$ cat src/rtl/accu_avg_buf.sv
// accu_avg_buf: turns 10-bit group sums into rounded 8-bit averages.
// The averages are held in a small FIFO and handed to the consumer on a
// valid/ready handshake. Sums that arrive while the FIFO is full, with no
// pop in the same cycle, are discarded and counted, so the upstream
// accumulator never sees back-pressure.
module accu_avg_buf #(
  parameter int DEPTH  = 4,   // FIFO entries, power of two in 2..16
  parameter int DROP_W = 8    // width of the saturating drop counter
) (
  input  logic                     clk,
  input  logic                     rst_n,
  input  logic [9:0]               data_in,
  input  logic                     valid_in,
  input  logic                     ready_in,
  output logic                     valid_out,
  output logic [7:0]               data_out,
  output logic [$clog2(DEPTH):0]   level,
  output logic                     full,
  output logic                     empty,
  output logic [DROP_W-1:0]        drop_cnt
);

  localparam int AW = $clog2(DEPTH);
  localparam int LW = AW + 1;
  localparam logic [LW-1:0]     LEVEL_FULL = LW'(DEPTH);
  localparam logic [DROP_W-1:0] DROP_MAX   = '1;

  // Rounding and conversion path
  logic [10:0] rnd_sum;
  logic [10:0] rnd_shift;
  logic [7:0]  avg;

  // FIFO state
  logic [7:0]        mem [DEPTH];
  logic [AW-1:0]     wr_ptr_reg;
  logic [AW-1:0]     rd_ptr_reg;
  logic [LW-1:0]     level_reg;
  logic [LW-1:0]     level_next;
  logic [DROP_W-1:0] drop_cnt_reg;

  // Handshake decode
  logic push;
  logic pop;
  logic drop;

  // Round to nearest (add half of the divisor, then divide by 4). Legal sums
  // stay within 255; the out-of-range codes 1022/1023 overflow the 8-bit
  // result and are clamped to 255.
  always_comb begin
    rnd_sum   = {1'b0, data_in} + 11'd2;
    rnd_shift = rnd_sum >> 2;
    avg       = (rnd_shift > 11'd255) ? 8'hFF : rnd_shift[7:0];
  end

  // Status flags come only from the registered occupancy, so there is no
  // combinational path from valid_in/ready_in to full/empty/level.
  assign full      = (level_reg == LEVEL_FULL);
  assign empty     = (level_reg == '0);
  assign level     = level_reg;
  assign valid_out = !empty;
  assign data_out  = valid_out ? mem[rd_ptr_reg] : 8'h00;
  assign drop_cnt  = drop_cnt_reg;

  // A pop frees the head slot in the same cycle, so a full FIFO that is
  // being read still accepts the incoming sum instead of dropping it.
  assign pop  = valid_out && ready_in;
  assign push = valid_in && (!full || pop);
  assign drop = valid_in && full && !pop;

  // Occupancy update: simultaneous push and pop leaves the level unchanged.
  always_comb begin
    level_next = level_reg;
    case ({push, pop})
      2'b10:   level_next = level_reg + LW'(1);
      2'b01:   level_next = level_reg - LW'(1);
      default: level_next = level_reg;
    endcase
  end

  // Storage write; the array carries no reset since the pointers and level
  // already mark every entry as invalid after reset.
  always_ff @(posedge clk) begin
    if (push) begin
      mem[wr_ptr_reg] <= avg;
    end
  end

  // Pointers wrap naturally modulo DEPTH because DEPTH is a power of two.
  always_ff @(posedge clk or negedge rst_n) begin
    if (!rst_n) begin
      wr_ptr_reg <= '0;
      rd_ptr_reg <= '0;
      level_reg  <= '0;
    end else begin
      if (push) begin
        wr_ptr_reg <= wr_ptr_reg + AW'(1);
      end
      if (pop) begin
        rd_ptr_reg <= rd_ptr_reg + AW'(1);
      end
      level_reg <= level_next;
    end
  end

  // Count discarded sums, holding at the maximum instead of wrapping.
  always_ff @(posedge clk or negedge rst_n) begin
    if (!rst_n) begin
      drop_cnt_reg <= '0;
    end else if (drop && (drop_cnt_reg != DROP_MAX)) begin
      drop_cnt_reg <= drop_cnt_reg + DROP_W'(1);
    end
  end

endmodule
$ cat config.mk
export PLATFORM = sky130hd
export DESIGN_NAME = accu_avg_buf
export DESIGN_NICKNAME = d
export VERILOG_FILES = /design/src/rtl/accu_avg_buf.sv
export SDC_FILE = /design/constraint.sdc
export NUM_CORES = 1
export LEC_CHECK = 0
export CAP_MARGIN = 10
export CORE_UTILIZATION = 36
export DETAILED_ROUTE_END_ITERATION = 16
export HOLD_SLACK_MARGIN = 0.02
export SETUP_SLACK_MARGIN = 0.5
export SYNTH_ARGS = -nofsm -noshare
export SYNTH_HDL_FRONTEND = slang
export SYNTH_SLANG_ARGS = --single-unit
$ cat constraint.sdc
create_clock -name clk -period 5.75 [get_ports clk]
set_clock_uncertainty 0.15 [all_clocks]
set_input_delay 1.15 -clock clk [delete_from_list [all_inputs] [get_ports clk]]
set_output_delay 1.15 -clock clk [all_outputs]
set_load 0.02 [all_outputs]
# Word level (Yosys, flattened, before mapping)

Memories as Yosys holds them, arrays and structs flattened.
Index checks and enable logic that the tools add are counted.

Bits of input ports: 14
Word-level logic and storage cells: 32
Memories kept: 1
Output and inout port bits: 22
Memory bits (writable): 32
Bits in registers: 15

Memory list:

| name | depth | bits a word | rd ports | clocked after memory_dff | write ports | RTL line | source |
|---|---|---|---|---|---|---|---|
| mem  | 4     | 8           | 1        | 0                        | 1           | 34       | `logic [7:0] mem [DEPTH];` |

Eq/ne operators: 4
Magnitude comparators: 1
Add/sub/neg operators: 6
Reduce and logical (&&, ||, !) cells: 11
Muxes and demuxes: 5

Operators by type and width:

| cell                                                                            | number |
|---|---|
| 8-bit two-way mux                                                               | 2 |
| 10-bit by 2-bit adder with 11-bit output, second input constant                 | 1 |
| 9-bit by 8-bit greater-than comparator with 1-bit output, second input constant | 1 |
| 8-bit by 1-bit adder with 8-bit output, second input constant                   | 1 |
| 8-bit != test, second input constant                                            | 1 |
| 3-bit case mux with 2 select lines                                              | 1 |
| 1-bit logical AND                                                               | 5 |
| 2-bit by 1-bit adder with 2-bit output, second input constant                   | 2 |
| 3-bit by 1-bit adder with 3-bit output, second input constant                   | 1 |
| 3-bit == test, second input constant                                            | 1 |
| 1-bit zero test                                                                 | 3 |
| 3-bit zero test                                                                 | 1 |
| 3-bit by 1-bit subtractor with 3-bit output, second input constant              | 1 |
| 2-bit by 1-bit == test with 1-bit output, second input constant                 | 1 |
| 2-bit == test, second input constant                                            | 1 |
| 1-bit two-way mux                                                               | 2 |
| 2-bit nonzero test                                                              | 1 |
| 1-bit logical OR                                                                | 1 |

# Logic depth before layout (Yosys ltp)

Gate-level depths: netlist of run 1.

Depth in word-level cells: 7
Mapped depth: 7
Mapped depth without buffers: 6

# Worst setup path before layout of run 1

No wires, ideal clock.

Path kind: register to output
From: register level_reg[0], in the netlist level[0]
To: output data_out[0]
Data required time: 4.450 ns
Path slack: 2.925 ns
Path buffers: 1
Stages on the path, launching flop included: 4
Arrival time: 1.525 ns
Cells stage by stage: dfrtp_1 > or3_2 > clkbuf_1 > and2_1

Longest elaborated chain between the ends: 2

Ends and longest elaborated chain:

| item                     | RTL line | source |
|---|---|---|
| start: declaration       | 37       | `logic [LW-1:0] level_reg;` |
| start signal: assignment | 101      | `level_reg <= level_next;` |
| 3-bit zero test          | 58       | `assign empty = (level_reg == '0);` |
| 8-bit two-way mux        | 61       | `assign data_out = valid_out ? mem[rd_ptr_reg] : 8'h00;` |
| end: declaration         | 16       | `output logic [7:0] data_out,` |

No other way between the ends.

# Worst setup path in the final report of run 1

From: register rd_ptr_reg[0]
To: output data_out[7]

Longest elaborated chain between the ends: 2

Ends and longest elaborated chain:

| item                     | RTL line | source |
|---|---|---|
| start: declaration       | 36       | `logic [AW-1:0] rd_ptr_reg;` |
| start signal: assignment | 99       | `rd_ptr_reg <= rd_ptr_reg + AW'(1);` |
| memory read 4 x 8 bit    | -        |  |
| 8-bit two-way mux        | 61       |  |

No other way between the ends.

==> impl_metrics.env, run 1 <==
export IMPL_cpMaxStageDelayCell="dfrtp_1"
export IMPL_diodes=0
export IMPL_cts_buffers=5
export IMPL_numPortBuffers=34
export IMPL_drc=0
export IMPL_grt_pass1_wl_um=6250
export IMPL_antenna_found_initial=0
export IMPL_cts_resized=0
export IMPL_path_class="flip-flop to output pin"
export IMPL_cts_path_max_buffers=2
export IMPL_max_stage_delay_ps=730
export IMPL_synth_mux_area_share_pct=11.3
export IMPL_grt_ovfl_total=0
export IMPL_synth_distinct_cells=35
export IMPL_drt_iter0_drc=74
export IMPL_yosysWarnings=0
export IMPL_die_area_sq_um=6650
export IMPL_critPathArrivalTime_ps=2330
export IMPL_synth_simple_area_share_pct=15.9
export IMPL_drt_pass1_iterations=4
export IMPL_status="finished clean"
export IMPL_cts_sinks=47
export IMPL_vias=1391
export IMPL_vdd_ir_drop_max_v=0.000138
export IMPL_period_minus_slack_ps=3630
export IMPL_grt_setup_unrepaired="false"
export IMPL_syn_to_final_growth_pct=22.2
export IMPL_antenna_left=0
export IMPL_syn_area_per_cell_sq_um=13.4
export IMPL_power_density_nw_per_um2=448
export IMPL_clk_pin_slew_ps=90
export IMPL_max_freq_ghz=0.276
export IMPL_largest_register_ffs=32
export IMPL_nNetsFinal=229
export IMPL_hpwlAfterDp_um=2770
export IMPL_period_share_pct=63.1
export IMPL_p_leak_uw=0.00102
export IMPL_grt_pass1_vias=1329
export IMPL_tightest_slew_ps=706
export IMPL_hold_path_end="drop_cnt[0]"
export IMPL_r2r_start="level[0]"
export IMPL_synth_top_family_by_area="simple AND/OR/NAND/NOR gates"
export IMPL_drive_above_1_share_pct=12.0
export IMPL_place_congestion=0.787
export IMPL_hold_path_class="flip-flop to flip-flop"
export IMPL_cts_root_buf="clkbuf_8"
export IMPL_worst_ep_required_time_ps=4450
export IMPL_globalRouteTotalUtil_pct=13.0
export IMPL_slew_limit_headroom_pct=52.8
export IMPL_ctsHoldBuffers=0
export IMPL_setup_viol=0
export IMPL_htreeDepth=2
export IMPL_core_sq_um=6030
export IMPL_pre_cts_ws_ps=2220
export IMPL_synth_compound_area_share_pct=4.78
export IMPL_grt_max_degree=16
export IMPL_totalWireLength_um=3810
export IMPL_post_cts_buffers=0
export IMPL_die_height_um=81.5
export IMPL_rows=28
export IMPL_setup_tns_ps=0
export IMPL_synth_xor_xnor_area_share_pct=3.46
export IMPL_reg2reg_to="level[1]"
export IMPL_end_kind="output pin"
export IMPL_synthCells=170
export IMPL_wl_per_cell_um=13.4
export IMPL_hold_start="drop_cnt[0]"
export IMPL_rr_worst_depth=6
export IMPL_hold_violations=0
export IMPL_clkLatencyLatePin_ps=300
export IMPL_drv_cap=0
export IMPL_synth_nets=191
export IMPL_slew_viol_final=0
export IMPL_setup_slack_ps=2120
export IMPL_ff2ff_setup_slack_ps=3340
export IMPL_ios=36
export IMPL_seq_area_frac_synth_pct=58.7
export IMPL_cts_tree="yes"
export IMPL_cp_cell_sequence="mux4_2 -> and2_1 -> clkdlybuf4s50_1"
export IMPL_initial_core_util_pct=37.8
export IMPL_worstSetupStartpointType="flip-flop"
export IMPL_hold_depth=1
export IMPL_die_width_um=81.5
export IMPL_hold_slack_ps=385
export IMPL_cp_max_fo=10
export IMPL_viasPerCell=4.90
export IMPL_fin_util_pct=46.2
export IMPL_synth_adder_area_share_pct=4.18
export IMPL_synth_area_sq_um=2280
export IMPL_synth_seq_cells=47
-- routing by layer --
| metal | track usage [%] | vias up | part of all wire [%] |
|---|---|---|---|
| met5 | 0 | - | 0 |
| met3 | 3.33 | 6 | 2.7 |
| met4 | 5.71 | 0 | 1.6 |
| met2 | 20.3 | 28 | 47 |
| met1 | 17.0 | 661 | 49 |
| li1 | - | 696 | - |
-- area by class of cell --
class | count | area, sq um
fillers | 554 | 3240
flip-flops and latches | 47 | 1340
multi-input cells | 113 | 902
repair buffers | 34 | 340
well taps | 75 | 93.8
clock buffers | 5 | 68.8
inverters | 7 | 26.3
clock inverters | 3 | 15.0
-- critical path, delay by kind of cell, from the launching register on --
kind                   cells  cell delay, ps
buffers and inverters      1             530
DFF                        1             730
muxes                      1             580
and+or+nand+nor            1             180
-- metrics by stage --
step	cell area [sq um]	total power, uW	std cells
2_1_floorplan	2280	857	170
3_3_place_gp	2700	1070	276
3_5_place_dp	2700	1080	276
4_1_cts	2780	1260	284
5_1_grt	2780	1330	284
6_report	2780	1250	284
-- worst max-delay path by stage --
stage / startpoint / end / slack [ps] / depth (start not counted)
2_1_floorplan: level[0] / data_out[0] / 2930 / 3
3_3_place_gp: ready_in / level[2] / 2240 / 6
3_5_place_dp: ready_in / level[2] / 2220 / 6
4_1_cts: rd_ptr_reg[0] / data_out[7] / 2080 / 3
5_1_grt: rd_ptr_reg[0] / data_out[7] / 1980 / 3
6_report: rd_ptr_reg[0] / data_out[7] / 2120 / 3
-- logic make-up (layout without fill, tap and decap cells) --
family / after synthesis / after routing
mux: 15 / 15
xor+xnor: 9 / 9
compound gates: 17 / 17
simple gates: 65 / 65
fa+ha+maj: 7 / 7
buf+inv: 10 / 49
flops: 47 / 47
-- Yosys cell counts, drive strengths merged --
cell type / instances / share of area (%)
a211oi: 1 / 0.33
a21oi: 4 / 0.88
a22oi: 1 / 0.33
a311o: 1 / 0.44
a31oi: 3 / 0.82
and2: 13 / 3.6
and3: 3 / 0.82
buf: 1 / 0.22
clkbuf: 2 / 0.33
dfrtp: 15 / 16
edfxtp: 32 / 42
fa: 1 / 0.88
ha: 6 / 3.3
inv: 7 / 1.2
mux2: 5 / 2.5
mux2i: 2 / 0.88
mux4: 8 / 7.9
nand2: 16 / 2.6
nand2b: 3 / 0.82
nand3: 12 / 2.6
nand4: 3 / 0.82
nor2: 5 / 0.82
nor2b: 2 / 0.55
nor3: 1 / 0.71
nor4b: 1 / 0.38
o211ai: 1 / 0.33
o21a: 3 / 0.99
o21ai: 3 / 0.66
or2: 2 / 0.55
or3: 2 / 0.60
or3b: 1 / 0.49
or4: 1 / 0.49
xnor2: 5 / 1.9
xor2: 4 / 1.5
-- layout by cell type, fill, tap and decap left out, types with 3 or more instances in the layout --
master and count:
a21oi_1 4, a31oi_1 3, and2_1 13, and3_1 3, clkbuf_8 5, clkdlybuf4s50_1 34, dfrtp_1 15, edfxtp_1 32
ha_1 6, inv_1 7, mux2_2 5, mux4_2 8, nand2_1 16, nand2b_1 3, nand3_1 12, nand4_1 3
nor2_1 5, o21a_1 3, o21ai_0 3, xnor2_1 5, xor2_1 4
-- power breakdown --
part           leakage [uW]  total, uW  switching [uW]  internal (uW)
Clock             0.0000392        189             106           82.6
Sequential         0.000482        530            81.9            449
Combinational      0.000502        528             249            279
Total               0.00102       1250             437            810
Power figures use the tool's default switching activity.
==> inputs of run 2 (changes only) <==
==> constraint.sdc (replaced) <==
create_clock -name clk -period 3.18 [get_ports clk]
set_clock_uncertainty 0.15 [all_clocks]
set_input_delay 0.636 -clock clk [delete_from_list [all_inputs] [get_ports clk]]
set_output_delay 0.636 -clock clk [all_outputs]
set_load 0.02 [all_outputs]
==> run 2 against run 1 <==
Effect of this change:
- clock-buffer cell count unchanged
- sequential cell count unchanged
- global-route usage up 0.35 points
- register-to-register slack lost 2400 ps
- utilization rose by 0.46 points
- combinational power grew 79%
- critical path type unchanged
==> impl_metrics.env, run 2 (synthesis results as in run 1) <==
export IMPL_crit_cells=2
export IMPL_slew_viol_final=0
export IMPL_largest_register_ffs=32
export IMPL_tightest_slew_ps=700
export IMPL_worst_ep_required_time_ps=2390
export IMPL_rr_worst_depth=6
export IMPL_max_freq_ghz=0.383
export IMPL_cp_buffers_inverters=1
export IMPL_hold_violations=0
export IMPL_p_sw_uw=801
export IMPL_drt_pass1_iterations=4
export IMPL_nNetsFinal=232
export IMPL_drive_above_1_share_pct=14.6
export IMPL_core_sq_um=6030
export IMPL_diodes=0
export IMPL_period_minus_slack_ps=2610
export IMPL_cpMaxStageDelayCell="clkdlybuf4s50_1"
export IMPL_hold_path_class="flip-flop to flip-flop"
export IMPL_path_delay_family="buffers and inverters"
export IMPL_place_congestion=0.819
export IMPL_drv_cap=0
export IMPL_drt_iter0_drc=87
export IMPL_worstSetupStartpointType="flip-flop"
export IMPL_totalWireLength_um=3830
export IMPL_vias=1399
export IMPL_cts_buffers=5
export IMPL_viasPerCell=4.87
export IMPL_die_height_um=81.5
export IMPL_antenna_left=0
export IMPL_clk_pin_slew_ps=90
export IMPL_grt_ovfl_total=0
export IMPL_htreeDepth=2
export IMPL_swShare_pct=35.8
export IMPL_ios=36
export IMPL_status="finished clean"
export IMPL_max_stage_delay_ps=560
export IMPL_filler_cell_count=557
export IMPL_dpl_cell_area_sq_um=2720
export IMPL_combinationalPowerShare_pct=42.2
export IMPL_grt_max_degree=17
export IMPL_period_share_pct=82.2
export IMPL_grt_pass1_wl_um=6330
export IMPL_cts_tree="yes"
export IMPL_numPortBuffers=34
export IMPL_grt_setup_unrepaired="false"
export IMPL_setup_tns_ps=0
export IMPL_grt_pass1_vias=1288
export IMPL_cts_sinks=47
export IMPL_wl_per_cell_um=13.3
export IMPL_antenna_found_initial=0
export IMPL_syn_to_final_growth_pct=23.4
export IMPL_cts_path_max_buffers=2
export IMPL_seqPwrFrac_pct=41.8
export IMPL_drc=0
export IMPL_die_width_um=81.5
export IMPL_clkPwrFrac_pct=16.0
export IMPL_layout_commonest_cell="edfxtp_1"
export IMPL_end_kind="output pin"
export IMPL_rows=28
export IMPL_layout_common_cells="edfxtp_1, clkdlybuf4s50_1, nand2_1"
export IMPL_clkLatencyLatePin_ps=300
export IMPL_hold_depth=1
export IMPL_final_area_sq_um=2810
export IMPL_globalRouteTotalUtil_pct=13.4
export IMPL_hold_slack_ps=385
export IMPL_power_density_nw_per_um2=795
export IMPL_setup_viol=0
export IMPL_critPathArrivalTime_ps=1830
export IMPL_cp_max_fo=13
export IMPL_slew_limit_headroom_pct=53.2
export IMPL_hpwlAfterDp_um=2870
export IMPL_cts_root_buf="clkbuf_8"
export IMPL_die_area_sq_um=6650
export IMPL_path_class="flip-flop to output pin"
export IMPL_vdd_ir_drop_max_v=0.000332
export IMPL_intPower_uw=1430
export IMPL_initial_core_util_pct=37.8
export IMPL_cp_cell_sequence="or3_4 -> clkdlybuf4s50_1"
export IMPL_p_leak_uw=0.00107
## run 2: cell types whose count changed in the layout (fill, tap and decap cells not counted), sizes merged
| cell | delta |
|---|---|
| clkdlybuf4s50 | -10 |
| dlygate4sd2 | +10 |
| buf | +3 |
| clkinvlp | -1 |
| inv | +1 |
## run 2: worst reg2reg max path, delay by kind of cell (launching register included)
family	cells	cell delay (ps)
AO/OA/AOI/OAI	3	480
adder cells (fa/ha/maj)	1	430
flip-flops	1	470
AND/OR/NAND/NOR	2	610
## run 2: stage by stage
step / total power (uW) / util (%) / worst slack (ps) / std cells
final: 2230 / 46.6 / 566 / 287
after global routing: 2390 / 46.6 / 505 / 287
after CTS: 2260 / 46.5 / 540 / 287
after detailed placement: 1970 / 45.2 / 282 / 279
after global placement: 1950 / 45.2 / 277 / 279
after floorplan: 1550 / - / 667 / 170
## run 2: cell type report
cell class | count | area [sq um] | area share (%)
well taps | 75 | 93.8 | 3.34
multi-input cells | 113 | 908 | 32.3
inverters | 7 | 26.3 | 0.935
repair buffers | 37 | 354 | 12.6
flip-flops and latches | 47 | 1340 | 47.6
clock inverters | 3 | 22.5 | 0.801
clock buffers | 5 | 68.8 | 2.45
## run 2: what timing repair did
action | in CTS | in global routing
gates resized for setup | 11 | 2
hold buffers | 0 | 0
setup endpoints to repair | 11 | 3
endpoints found under the hold margin | 0 | 0
buffers inserted | 0 | 0
gates cloned | 0 | 0
## run 2: worst paths after layout
path,endpoint,from,slack [ps]
max,valid_out,level[0],570
max reg2reg,level[1],level[0],970
min reg2reg,drop_cnt[0],drop_cnt[0],390
min,drop_cnt[0],drop_cnt[0],390
max in group asynchronous,level[1],rst_n,1830
min in group asynchronous,drop_cnt[2],rst_n,600
## run 2: metal layers
layer  global-route usage, %  vias up  share of wire [%]  wire length, um
li1                        -      705                  -                -
met3                    3.00        5                3.1              118
met1                    18.5      659                 47             1800
met2                    20.0       30                 48             1840
met5                       0        -                  0                0
met4                    5.89        0                1.7               67
## run 2: power groups by stage
stage          clock network [uW]  logic, uW  registers (uW)
4_1_cts                       365        958             934
5_1_grt                       390       1050             952
3_5_place_dp                    0       1020             946
6_report                      357        944             934
2_1_floorplan                   0        609             941
3_3_place_gp                    0       1010             941
